`config.mk`:
```
export PLATFORM = sky130hd
export DESIGN_NAME = seg7_scan
export DESIGN_NICKNAME = d
export VERILOG_FILES = /design/src/rtl/seg7_scan.sv
export SDC_FILE = /design/constraint.sdc
export NUM_CORES = 1
export LEC_CHECK = 0
export CORE_MARGIN = 1
export CORE_UTILIZATION = 60
export CTS_BUF_LIST = sky130_fd_sc_hd__clkbuf_2 sky130_fd_sc_hd__clkbuf_4 sky130_fd_sc_hd__clkbuf_8
export CTS_CLUSTER_DIAMETER = 200
export DETAILED_ROUTE_END_ITERATION = 12
export GPL_ROUTABILITY_DRIVEN = 0
export HOLD_SLACK_MARGIN = 0.12
export PLACE_DENSITY = 0.84
export SLEW_MARGIN = 20
export SYNTH_ARGS = -nofsm -noshare
export SYNTH_HDL_FRONTEND = slang
export SYNTH_SLANG_ARGS = --single-unit
```
`constraint.sdc`:
```
create_clock -name clk -period 5.8 [get_ports clk]
set_input_delay 1.16 -clock clk [delete_from_list [all_inputs] [get_ports clk]]
set_output_delay 1.16 -clock clk [all_outputs]
set_load 0.02 [all_outputs]
```
`src/rtl/seg7_scan.sv`:
```
// Four-digit multiplexed 7-segment scanner: one digit per DIV-cycle slot, with blanking at slot start.
// New values are double-buffered and swapped in only at the frame boundary. Define SEG7_LZB_EN to enable leading-zero blanking.
module seg7_scan #(
  parameter int DIV   = 1000,
  parameter int BLANK = 50
) (
  input  logic        clk,
  input  logic        rst_n,
  input  logic        load,
  input  logic [15:0] value,
  output logic [3:0]  nibble,
  output logic [3:0]  digit_en,
  output logic        frame,
  output logic        load_ack
);

  localparam int CW = (DIV > 1) ? $clog2(DIV) : 1;

  typedef enum logic {ST_BLANK, ST_SHOW} state_t;

  state_t        state_q, state_d;
  logic [CW-1:0] cnt_q, cnt_d;
  logic [1:0]    idx_q, idx_d;
  logic [15:0]   disp_q, disp_d;
  logic [15:0]   pend_q, pend_d;
  logic          pend_v_q, pend_v_d;
  logic [3:0]    nibble_q, nibble_d;
  logic [3:0]    digit_en_q, digit_en_d;
  logic          frame_q, frame_d;
  logic          load_ack_q, load_ack_d;
  logic          slot_end, boundary;
  logic [3:0]    lz_mask;

  always_comb begin
    slot_end   = (cnt_q == CW'(DIV - 1));
    boundary   = slot_end && (idx_q == 2'd3);

    cnt_d      = slot_end ? '0 : cnt_q + 1'b1;
    idx_d      = slot_end ? idx_q + 2'd1 : idx_q;

    state_d    = state_q;
    if (slot_end)
      state_d = ST_BLANK;
    else if (cnt_q == CW'(BLANK - 1))
      state_d = ST_SHOW;

    disp_d     = disp_q;
    pend_d     = pend_q;
    pend_v_d   = pend_v_q;
    load_ack_d = 1'b0;
    // A load landing on the boundary itself bypasses pend and beats any older pending value.
    if (boundary) begin
      if (load) begin
        disp_d     = value;
        pend_v_d   = 1'b0;
        load_ack_d = 1'b1;
      end else if (pend_v_q) begin
        disp_d     = pend_q;
        pend_v_d   = 1'b0;
        load_ack_d = 1'b1;
      end
    end else if (load) begin
      pend_d   = value;
      pend_v_d = 1'b1;
    end
    frame_d    = boundary;

    case (idx_d)
      2'd0:    nibble_d = disp_d[3:0];
      2'd1:    nibble_d = disp_d[7:4];
      2'd2:    nibble_d = disp_d[11:8];
      default: nibble_d = disp_d[15:12];
    endcase

`ifdef SEG7_LZB_EN
    lz_mask = {|disp_d[15:12], |disp_d[15:8], |disp_d[15:4], 1'b1};
`else
    lz_mask = 4'b1111;
`endif
    digit_en_d = (state_d == ST_SHOW) ? ((4'b0001 << idx_d) & lz_mask) : 4'b0000;
  end

  always_ff @(posedge clk or negedge rst_n) begin
    if (!rst_n) begin
      state_q    <= ST_BLANK;
      cnt_q      <= '0;
      idx_q      <= 2'd0;
      disp_q     <= 16'h0000;
      pend_q     <= 16'h0000;
      pend_v_q   <= 1'b0;
      nibble_q   <= 4'h0;
      digit_en_q <= 4'b0000;
      frame_q    <= 1'b0;
      load_ack_q <= 1'b0;
    end else begin
      state_q    <= state_d;
      cnt_q      <= cnt_d;
      idx_q      <= idx_d;
      disp_q     <= disp_d;
      pend_q     <= pend_d;
      pend_v_q   <= pend_v_d;
      nibble_q   <= nibble_d;
      digit_en_q <= digit_en_d;
      frame_q    <= frame_d;
      load_ack_q <= load_ack_d;
    end
  end

  assign nibble   = nibble_q;
  assign digit_en = digit_en_q;
  assign frame    = frame_q;
  assign load_ack = load_ack_q;

endmodule
```
* Yosys cells after proc, flatten, opt, wreduce, memory -nomap -nowiden *
Index checks and enable logic that the tools add are counted.

storage, ports and cells
  memory bits (read-only) = 0
  memories kept = 0
  bits in writable memories = 0
  register bits = 56
  logic and storage cells = 37
  latch bits = 0
  output and inout port bits = 10

cells by class
  bitwise operators = 1
  $add $sub $neg = 2
  equality and inequality tests = 5
  magnitude comparators = 0
  multiplexer cells = 14
  shifts and indexed selects = 1
  div/mod/pow operators = 0
  reduce and logical (&&, ||, !) cells = 4
  multiply operators = 0

operators with widths
  kind                                                  number
  two-way mux 16 bit                                    3
  case mux 4 bit (3 select lines)                       1
  adder 10 x 1 -> 10 bit, second input constant         1
  equality test 10 bit, second input constant           1
  equality test 10 x 6 -> 1 bit, second input constant  1
  two-way mux 10 bit                                    1
  two-way mux 1 bit                                     7
  equality test 2 bit, second input constant            2
  two-way mux 4 bit                                     1
  << shifter 1 x 2 -> 4 bit, first input constant       1
  adder 2 x 1 -> 2 bit, second input constant           1
  equality test 2 x 1 -> 1 bit, second input constant   1
  zero test 2 bit                                       1
  two-way mux 2 bit                                     1
  AND reduction 2 bit                                   1
  nonzero test 2 bit                                    1
  logical AND 1 bit                                     1
  NOT 1 bit                                             1

* Depth between registers and ports, before layout *
Gate-level depths: netlist (run 1).

  depth after elaboration = 4
  gate-level depth with buffers = 8
  depth with buffers taken out = 7

* Worst setup path after synthesis (run 1) *
No wires, ideal clock.

  path kind = input to register
  from = input port load
  to = register pend_q[0]
  buffers on the path = 2
  stages on the path = 5
  required time = 5.672 ns
  slack = 3.399 ns
  arrival = 2.273 ns
  path through = clkbuf_1 > inv_1 > nor2_2 > buf_2 > mux2_1

between the ends
  cells in the longest elaborated chain, start to end = 1

RTL lines
  item                           line  text
  start, declared                9     input logic load,
  AND reduction 2 bit (no line)  -
  end signal, assigned           100   pend_q <= pend_d;
  end, declared                  25    logic [15:0] pend_q, pend_d;

Every way passes these cells.
A chain may end at the register's enable or synchronous reset.

* Worst setup path in the final report (run 1) *
  from = input port load
  to = register nibble_q[2] (netlist: nibble[2])

between the ends
  cells in the longest elaborated chain, start to end = 3

RTL lines
  item                             line  text
  two-way mux 16 bit               53    if (load) begin
  two-way mux 16 bit               52    if (boundary) begin
  via disp_d[6]                    24    logic [15:0] disp_q, disp_d;
  case mux 4 bit (3 select lines)  68    case (idx_d)
  via nibble_d[2]                  27    logic [3:0] nibble_q, nibble_d;
  end signal, assigned             102   nibble_q <= nibble_d;
  end, declared                    27

The timed path passes the listed nets, and every way through them passes these cells.

==> results of run 1 <==
[layout make-up]
| type | instances | area share [%] |
|---|---|---|
| Clock buffer | 8 | 3.15 |
| Sequential cell | 56 | 45.2 |
| Inverter | 5 | 0.766 |
| Timing Repair Buffer | 30 | 9.36 |
| Multi-Input combinational cell | 148 | 39.5 |
| Tap cell | 52 | 2.10 |
[worst max-delay path, delay by kind of cell]
| family | cells | cell delay, ns |
|---|---|---|
| AOI/OAI and AO/OA | 1 | 0.30 |
| buffers and inverters | 1 | 1.10 |
| muxes | 2 | 0.28 |
| and+or+nand+nor | 2 | 0.89 |
[per-stage QoR]
step / setup WS [ns] / hold slack, ns
after floorplan: 3.40 / 0.458
after global placement: 2.07 / 0.469
after detailed placement: 1.99 / 0.478
after CTS: 2.31 / 0.498
after global routing: 2.02 / 0.501
final: 2.29 / 0.493
[sequential cells by signal (all words and copies together) (netlist names)]
register / flops
nibble: 4
load_ack: 1
state_q: 1
cnt_q: 10
pend_v_q: 1
pend_q: 16
disp_q: 16
frame: 1
idx_q: 2
digit_en: 4
[power breakdown]
group          leakage [nW]  internal [W]  switching [W]
clock                0.0523      0.000107       0.000118
combinational         0.586     0.0000221      0.0000208
sequential            0.728      0.000401     0.00000536
[cell usage in the layout (no fill, tap or decap), drive strengths merged, types with 3 or more instances in the layout]
master	count
dfrtp	56
o41ai	16
clkbuf	8
ha	3
nand3b	15
a221o	15
or3b	15
nand2	8
inv	3
nand3	3
buf	3
xor2	4
mux2	16
xnor2	3
nor2	19
mux2i	13
clkdlybuf4s50	27
[worst paths after layout]
kind,depth (start not counted),endpoint,startpoint
max in group asynchronous,2,pend_q[13],rst_n
max,6,nibble[2],load
min,1,pend_q[2],pend_q[2]
min reg2reg,1,pend_q[2],pend_q[2]
max reg2reg,6,pend_q[5],cnt_q[0]
min in group asynchronous,2,pend_q[0],rst_n
[per-layer routing]
metal  part of all wire [%]  global-route usage [%]  wire (µm)  vias up
li1                       -                       -          -      892
met1                     47                    37.5       2500      939
met2                     48                    37.2       2540       47
met3                    3.5                    4.36        187        4
met4                   0.85                    6.12         45        0
met5                      0                       0          0        -
[cell families after synthesis]
family	Yosys count	synth area share, %
buffers and inverters	20	3.76
AOI/OAI and AO/OA	38	12.4
xor gates and xnor gates	7	2.25
and+or+nand+nor	71	17.3
muxes	29	11.5
adders and majority gates	3	1.38
DFF	56	51.4
==> summary.md, run 1 <==
| Metric | Value |
|---|---|
| Cells taking the most area after synthesis | dfrtp_1 (51%), mux2_1 (6.6%), a221o_1 (5.5%) |
| CTS root buf | clkbuf_8 |
| Max Cap Viol | 0 |
| Syn-to-layout area delta | 13.7% |
| Initial Utilization | 62.6% |
| Total wire length | 5270 µm |
| FMAX | 0.285 GHz |
| Cell Pwr Density | 218 nW/µm² |
| Clock Skew | 0.00779 ns |
| Ranking of synthesized cells by instance count | dfrtp_1 (56), nor2_1 (18), mux2_1 (16), o41ai_1 (16) |
| Number of global-route vias before repair | 1,866 |
| Clock slew at reported path FFs | 0.09 ns |
| Critical path data required time | 6.02 ns |
| Most used cell, CP | mux2i_1 |
| Largest net degree at the start of global routing | 57 |
| Final Util | 71.2% |
| Max-slew headroom | 36.1% |
| CTS H-tree depth | 2 |
| Minimum clock period | 3.51 ns |
| Worst path arrival time | 3.74 ns |
| RSZ-0062 raised after global routing | false |
| Final Max Tran Viols | 0 |
| Post-CTS Setup Bufs | 0 |
| Slowest cell delay on critical path | 1.10 ns |
| VDD IR-drop max | 0.171 mV |
| EDFF count, synth | 0 |
| Post-synth top flop | dfrtp_1 |
| CTS resizes | 0 |
| Total Routing Usage GR | 24.7% |
| FF+latch count, synth | 56 |
| Leak Pwr | 1.37 nW |
| Vert. Die Dim | 69.4 µm |
| Syn_area_per_cell | 12.2 µm² |
| Ys async rst share | 100% |
| Final std cells w/o fill | 299 |
| Mapped cell area | 2730 µm² |
| Buffers on Ports | 28 |
| Outcome | completed |
| Cts hold-fix bufs | 0 |
| CTS Buffer Depth | 2 |
| Final antenna-violating net count | 0 |
| Crit path kind | input pin to register |
| Yosys warnings | 0 |
| Fill cells | 320 |
| Min-Delay Path Class | register to register |
| Cell taking the most area after synthesis | dfrtp_1 |
| Slowest cell on crit path | clkdlybuf4s50_1 |
| Final Net Count | 268 |
| Syn nets | 246 |
| DR iter-0 viols | 89 |
| Post-DR wirelength/cell | 17.6 µm |
| Routed vias/inst | 6.29 |
| Die width | 69.4 µm |
| Area of the multi-input gates | 1220 µm² |
| Vias | 1,882 |
| Sequential-to-total area share from yosys stat | 51.4% |
| Post-route cell area | 3100 µm² |
| TritonCTS clock tree | done |
| DRC | 0 |
| Worst Tran Pin Value | 0.955 ns |
| DPL Wire Length | 3380 µm |
| Fin crit share | 60.6% |
| Mapped Cells | 224 |
| DP Cell Count | 291 |
| Site Rows | 24 |
| CP startpoint kind | input pin |
| Most numerous cell in the Yosys netlist | dfrtp_1 |
| Grt ovf | 0 |
| First drt pass iteration count | 4 |
| Crit-path max FO | 35 |
| Share of cells above drive strength 1 | 13.4% |
| I/O pin count | 29 |
| Sequential Area | 1400 µm² |
| Post-Place Cell Area | 3000 µm² |
| Clock sink count | 56 |
| DIE AREA | 4820 µm² |
| Final hold violations | 0 |
| Count of cell types in the netlist | 39 |
| Reg2Reg Setup Slack | 2.56 ns |
| Critical path endpoint category | register |
| Ant. Diodes | 0 |
| Power Total | 0.000675 W |
| Initial antenna violation count | 0 |
| CORE AREA | 4350 µm² |
| Setup TNS | 0 ns |
| First-pass GRT wire length | 9410 µm |
| Synth top area share | 51.4% |
| Cell-by-cell trace of the critical path | clkdlybuf4s50_1 > nand2_1 > nor4_4 > a221o_1 > mux2i_1 > mux2i_1 |
| Setup Viol. Count Final | 0 |
| Inserted Clock Buffers | 5 |
| Clk_lat worst skew | 0.31 ns |
Note: power is estimated with default switching activity, not from simulation.
==> run 2: changes to the inputs <==
--- a/config.mk
+++ b/config.mk
@@ -6,13 +6,13 @@
 export NUM_CORES = 1
 export LEC_CHECK = 0
 export CORE_MARGIN = 1
-export CORE_UTILIZATION = 60
+export CORE_UTILIZATION = 53
 export CTS_BUF_LIST = sky130_fd_sc_hd__clkbuf_2 sky130_fd_sc_hd__clkbuf_4 sky130_fd_sc_hd__clkbuf_8
 export CTS_CLUSTER_DIAMETER = 200
 export DETAILED_ROUTE_END_ITERATION = 12
 export GPL_ROUTABILITY_DRIVEN = 0
 export HOLD_SLACK_MARGIN = 0.12
-export PLACE_DENSITY = 0.84
+export PLACE_DENSITY = 0.78
 export SLEW_MARGIN = 20
 export SYNTH_ARGS = -nofsm -noshare
 export SYNTH_HDL_FRONTEND = slang
==> constraint.sdc (replaced) <==
create_clock -name clk -period 3.1 [get_ports clk]
set_input_delay 0.62 -clock clk [delete_from_list [all_inputs] [get_ports clk]]
set_output_delay 0.62 -clock clk [all_outputs]
set_load 0.02 [all_outputs]
==> summary.md, run 2 (synthesis results as in run 1) <==
| Metric | Value |
|---|---|
| Share of cells above drive strength 1 | 16.4% |
| Most frequent cells in the layout | dfrtp_1 (56), clkdlybuf4s50_1 (27), nor2_1 (18), o41ai_1 (16), mux2_1 (16) |
| Total wire length | 5760 µm |
| Leak Pwr | 1.41 nW |
| Hold slack | 0.240 ns |
| VDD IR-drop max | 0.377 mV |
| Final hold violations | 0 |
| Power share of the combinational group | 6.7% |
| CTS root buf | clkbuf_8 |
| Total Routing Usage GR | 24.4% |
| Routed vias/inst | 6.06 |
| Worst Tran Pin Value | 0.671 ns |
| Fill cells | 371 |
| Critical path data required time | 3.30 ns |
| Site Rows | 25 |
| CTS resizes | 0 |
| CTS Buffer Depth | 2 |
| Setup Viol. Count Final | 0 |
| DPL Wire Length | 3940 µm |
| Max Cap Viol | 0 |
| Post-CTS Setup Bufs | 0 |
| DIE AREA | 5440 µm² |
| Setup TNS | 0 ns |
| Number of global-route vias before repair | 2,038 |
| DR iter-0 viols | 127 |
| Internal | 0.000995 W |
| Clock slew at reported path FFs | 0.09 ns |
| DRC | 0 |
| TritonCTS clock tree | done |
| Syn-to-layout area delta | 16.9% |
| First-pass GRT wire length | 9800 µm |
| Vert. Die Dim | 73.7 µm |
| Clk_lat worst skew | 0.31 ns |
| Crit-path max FO | 16 |
| Minimum clock period | 2.44 ns |
| CTS H-tree depth | 2 |
| Min-Delay Path Class | input pin to async pin |
| Post-DR wirelength/cell | 17.8 µm |
| I/O pin count | 29 |
| First drt pass iteration count | 4 |
| Worst path arrival time | 2.65 ns |
| Sequential Power Share | 59.9% |
| Top Registers | disp_q (16), pend_q (16), cnt_q (10) |
| Initial antenna violation count | 0 |
| Critical path endpoint category | register |
| Vias | 1,958 |
| Max-slew headroom | 55.3% |
| Outcome | completed |
| Clk network pwr share | 33.4% |
| Clock sink count | 56 |
| Grt ovf | 0 |
| Most common cell after layout, fill and taps aside | dfrtp_1 |
| Ant. Diodes | 0 |
| CORE AREA | 4850 µm² |
| Clock Skew | 0.00589 ns |
| Sw Pwr | 0.000277 W |
| Final Net Count | 277 |
| CP startpoint kind | register |
| Largest net degree at the start of global routing | 33 |
| Initial Utilization | 56.3% |
| Final antenna-violating net count | 0 |
| Final Max Tran Viols | 0 |
| Inserted Clock Buffers | 5 |
| RSZ-0062 raised after global routing | false |
| Sw Share | 21.8% |
| Fin crit share | 78.8% |
| Cell Pwr Density | 399 nW/µm² |
| Crit path kind | register to register |
| Buffers on Ports | 28 |
| FMAX | 0.409 GHz |
| Die width | 73.7 µm |
| Cts hold-fix bufs | 0 |
[run 2: cell types whose count changed in the layout (fill, tap and decap cells not counted), sizes merged]
cell	delta
buf	+9
[run 2: final timing paths]
| check | from | end | slack, ns | cells past startpoint |
|---|---|---|---|---|
| hold / removal | rst_n | digit_en[3] | 0.24 | 1 |
| setup / recovery | cnt_q[0] | pend_q[9] | 0.66 | 7 |
| max in group asynchronous | rst_n | nibble[1] | 2.23 | 2 |
| setup reg to reg | cnt_q[0] | pend_q[9] | 0.66 | 7 |
| min in group clk | pend_q[7] | pend_q[7] | 0.50 | 1 |
| hold reg to reg | pend_q[7] | pend_q[7] | 0.50 | 1 |
[run 2: final cells by class]
class	count	area (µm²)	area share, %
inverters	5	23.8	0.746
clock buffers	8	97.6	3.06
well taps	67	83.8	2.63
flip-flops and latches	56	1400	44.0
repair buffers	39	358	11.2
multi-input cells	148	1220	38.4
[run 2: worst max-delay path, cell delays in order (launching register included)]
cell	delay, ns
dfrtp_1	0.43
ha_1	0.26
nand2_1	0.10
or3_1	0.55
inv_2	0.12
nor2_2	0.24
buf_4	0.27
mux2_1	0.35
[run 2: metrics by stage]
stage / power [W] / setup slack [ns] / util (%) / cells / cell area, µm²
after floorplan: 0.000807 / 0.824 / - / 224 / 2730
after global placement: 0.000860 / 0.708 / 63.7 / 315 / 3090
after detailed placement: 0.000864 / 0.632 / 63.7 / 315 / 3090
after CTS: 0.00128 / 0.612 / 65.8 / 323 / 3190
after global routing: 0.00131 / 0.467 / 65.8 / 323 / 3190
final: 0.00127 / 0.657 / 65.8 / 323 / 3190
[run 2: per-layer routing]
layer,vias to the layer above,GRT usage (%),share of wire [%]
li1,910,-,-
met1,982,30.3,43
met2,59,40.7,50
met3,7,5.62,6.3
met4,0,10.7,1.4
met5,-,0,0
[run 2: power groups by stage]
| stage | Clock [W] | Combinational [W] | Sequential [W] |
|---|---|---|---|
| global route | 0.000455 | 0.0000951 | 0.000764 |
| CTS | 0.000433 | 0.0000873 | 0.000762 |
| finish | 0.000425 | 0.0000848 | 0.000762 |
| detailed placement | 0 | 0.0000873 | 0.000776 |
| global placement | 0 | 0.0000843 | 0.000776 |
| floorplan | 0 | 0.0000348 | 0.000772 |
==> run 3: changes to the inputs <==
==> constraint.sdc (replaced) <==
create_clock -name clk -period 2.2 [get_ports clk]
set_input_delay 0.44 -clock clk [delete_from_list [all_inputs] [get_ports clk]]
set_output_delay 0.44 -clock clk [all_outputs]
set_load 0.02 [all_outputs]
==> summary.md, run 3 (synthesis results as in run 1) <==
| Metric | Value |
|---|---|
| Worst R2R Path Depth | 7 |
| Top sig layer | met4 |
| Critical path endpoint category | register |
| Leak Pwr | 1.48 nW |
| FMAX | 0.480 GHz |
| DIE AREA | 5440 µm² |
| CTS Buffer Depth | 2 |
| RSZ-0062 raised after global routing | false |
| VDD IR-drop max | 0.350 mV |
| Grt ovf | 0 |
| Most frequent cells in the layout | dfrtp_1 (56), clkdlybuf4s50_1 (27), buf_4 (19), nor2_1 (18) |
| Wl on met1 | 2530 µm |
| Final Net Count | 289 |
| Buffers on Ports | 28 |
| Crit-path max FO | 11 |
| Routed vias/inst | 5.96 |
| Final hold violations | 0 |
| Clock slew at reported path FFs | 0.09 ns |
| Vert. Die Dim | 73.7 µm |
| Top Registers | disp_q (16), pend_q (16), cnt_q (10) |
| Hold path depth | 1 |
| CTS root buf | clkbuf_8 |
| Syn-to-layout area delta | 22.4% |
| I/O pin count | 29 |
| Ant. Diodes | 0 |
| Site Rows | 25 |
| Total wire length | 5510 µm |
| Vias | 1,997 |
| Worst path arrival time | 2.28 ns |
| Worst Tran Pin Value | 0.475 ns |
| Initial Utilization | 56.3% |
| CP startpoint kind | register |
| CORE AREA | 4850 µm² |
| Inserted Clock Buffers | 5 |
| Initial antenna violation count | 0 |
| CTS H-tree depth | 2 |
| Max-slew headroom | 68.3% |
| DR iter-0 viols | 87 |
| First drt pass iteration count | 4 |
| Clock Skew | 0.00656 ns |
| Post-DR wirelength/cell | 16.4 µm |
| Largest net degree at the start of global routing | 38 |
| Hold slack | 0.500 ns |
| Number of global-route vias before repair | 2,024 |
| TritonCTS clock tree | done |
| Most common cell after layout, fill and taps aside | dfrtp_1 |
| Die width | 73.7 µm |
| WL met2 | 2700 µm |
| Final antenna-violating net count | 0 |
| Post-CTS Setup Bufs | 0 |
| Outcome | completed |
| Cell Pwr Density | 540 nW/µm² |
| Setup TNS | 0 ns |
| Fin crit share | 94.6% |
| Clk_lat worst skew | 0.31 ns |
| Min-Delay Path Class | register to register |
| DP Cell Count | 326 |
| First-pass GRT wire length | 9350 µm |
| Setup Viol. Count Final | 0 |
| DPL Wire Length | 3780 µm |
| Critical path data required time | 2.40 ns |
| Met3 Wirelength | 197 µm |
| Final std cells w/o fill | 335 |
| Max Cap Viol | 0 |
| Clock sink count | 56 |
| Total Routing Usage GR | 22.9% |
| Share of cells above drive strength 1 | 20.9% |
| Crit path kind | register to register |
| Minimum clock period | 2.08 ns |
| Final Max Tran Viols | 0 |
| DRC | 0 |
[run 3: changes by cell type in the layout (fill, tap and decap cells not counted)]
cell | previous run | this run
nand4bb_4 | 0 | 1
buf_12 | 0 | 2
ha_2 | 0 | 1
dlygate4sd3_1 | 0 | 1
ha_1 | 3 | 2
mux2i_2 | 1 | 0
nand4bb_1 | 1 | 0
buf_6 | 0 | 1
nand2_2 | 0 | 1
buf_4 | 11 | 19
nand2_1 | 8 | 7
mux2i_4 | 0 | 1
[run 3: worst max-delay path: stages (launching register included)]
cell	delay (ns)
dfrtp_1	0.40
ha_2	0.23
nand2_2	0.11
or3_1	0.41
buf_4	0.20
a221o_1	0.38
mux2i_1	0.16
mux2i_1	0.09
[run 3: final cells by class]
class,count,area (µm²)
fill,372,1510
sequential,56,1400
multi-input combinational,148,1250
timing repair buffer,51,479
clock buffer,8,97.6
tap,67,83.8
inverter,5,23.8
[run 3: stage by stage]
step	cell area, µm²	utilization (%)	worst slack, ns	power (W)
floorplan	2740	-	0.0473	0.00114
global placement	3210	66.1	0.0464	0.00122
detailed placement	3210	66.1	0.0254	0.00122
CTS	3310	68.4	0.0329	0.00181
global route	3340	68.9	0.0104	0.00186
finish	3340	68.9	0.119	0.00180
[run 3: path summary, 6_finish.rpt]
| check | start | to | slack [ns] |
|---|---|---|---|
| worst max-delay path | cnt_q[1] | nibble[2] | 0.12 |
| worst min-delay path | pend_q[13] | pend_q[13] | 0.50 |
| worst max register to register | cnt_q[1] | nibble[2] | 0.12 |
| worst min register to register | pend_q[13] | pend_q[13] | 0.50 |
| max in group asynchronous | rst_n | cnt_q[6] | 1.04 |
| min in group asynchronous | rst_n | pend_q[8] | 0.61 |
[run 3: per-layer routing]
metal	up-vias	track usage [%]
met5	-	0
li1	934	-
met2	54	37.9
met3	7	4.53
met1	1002	30.0
met4	0	8.33
[run 3: what timing repair did]
item	4_1_cts	5_1_grt
endpoints found under the setup margin	0	6
hold buffers	1	0
gates resized for setup	0	4
endpoints found under the hold margin	19	0
[run 3: power breakdown]
part / total [W] / internal [W] / leakage [nW] / switching [W]
Combinational: 0.000125 / 0.0000686 / 0.695 / 0.0000567
Sequential: 0.00107 / 0.00106 / 0.728 / 0.0000149
Clock: 0.000604 / 0.000282 / 0.0523 / 0.000322
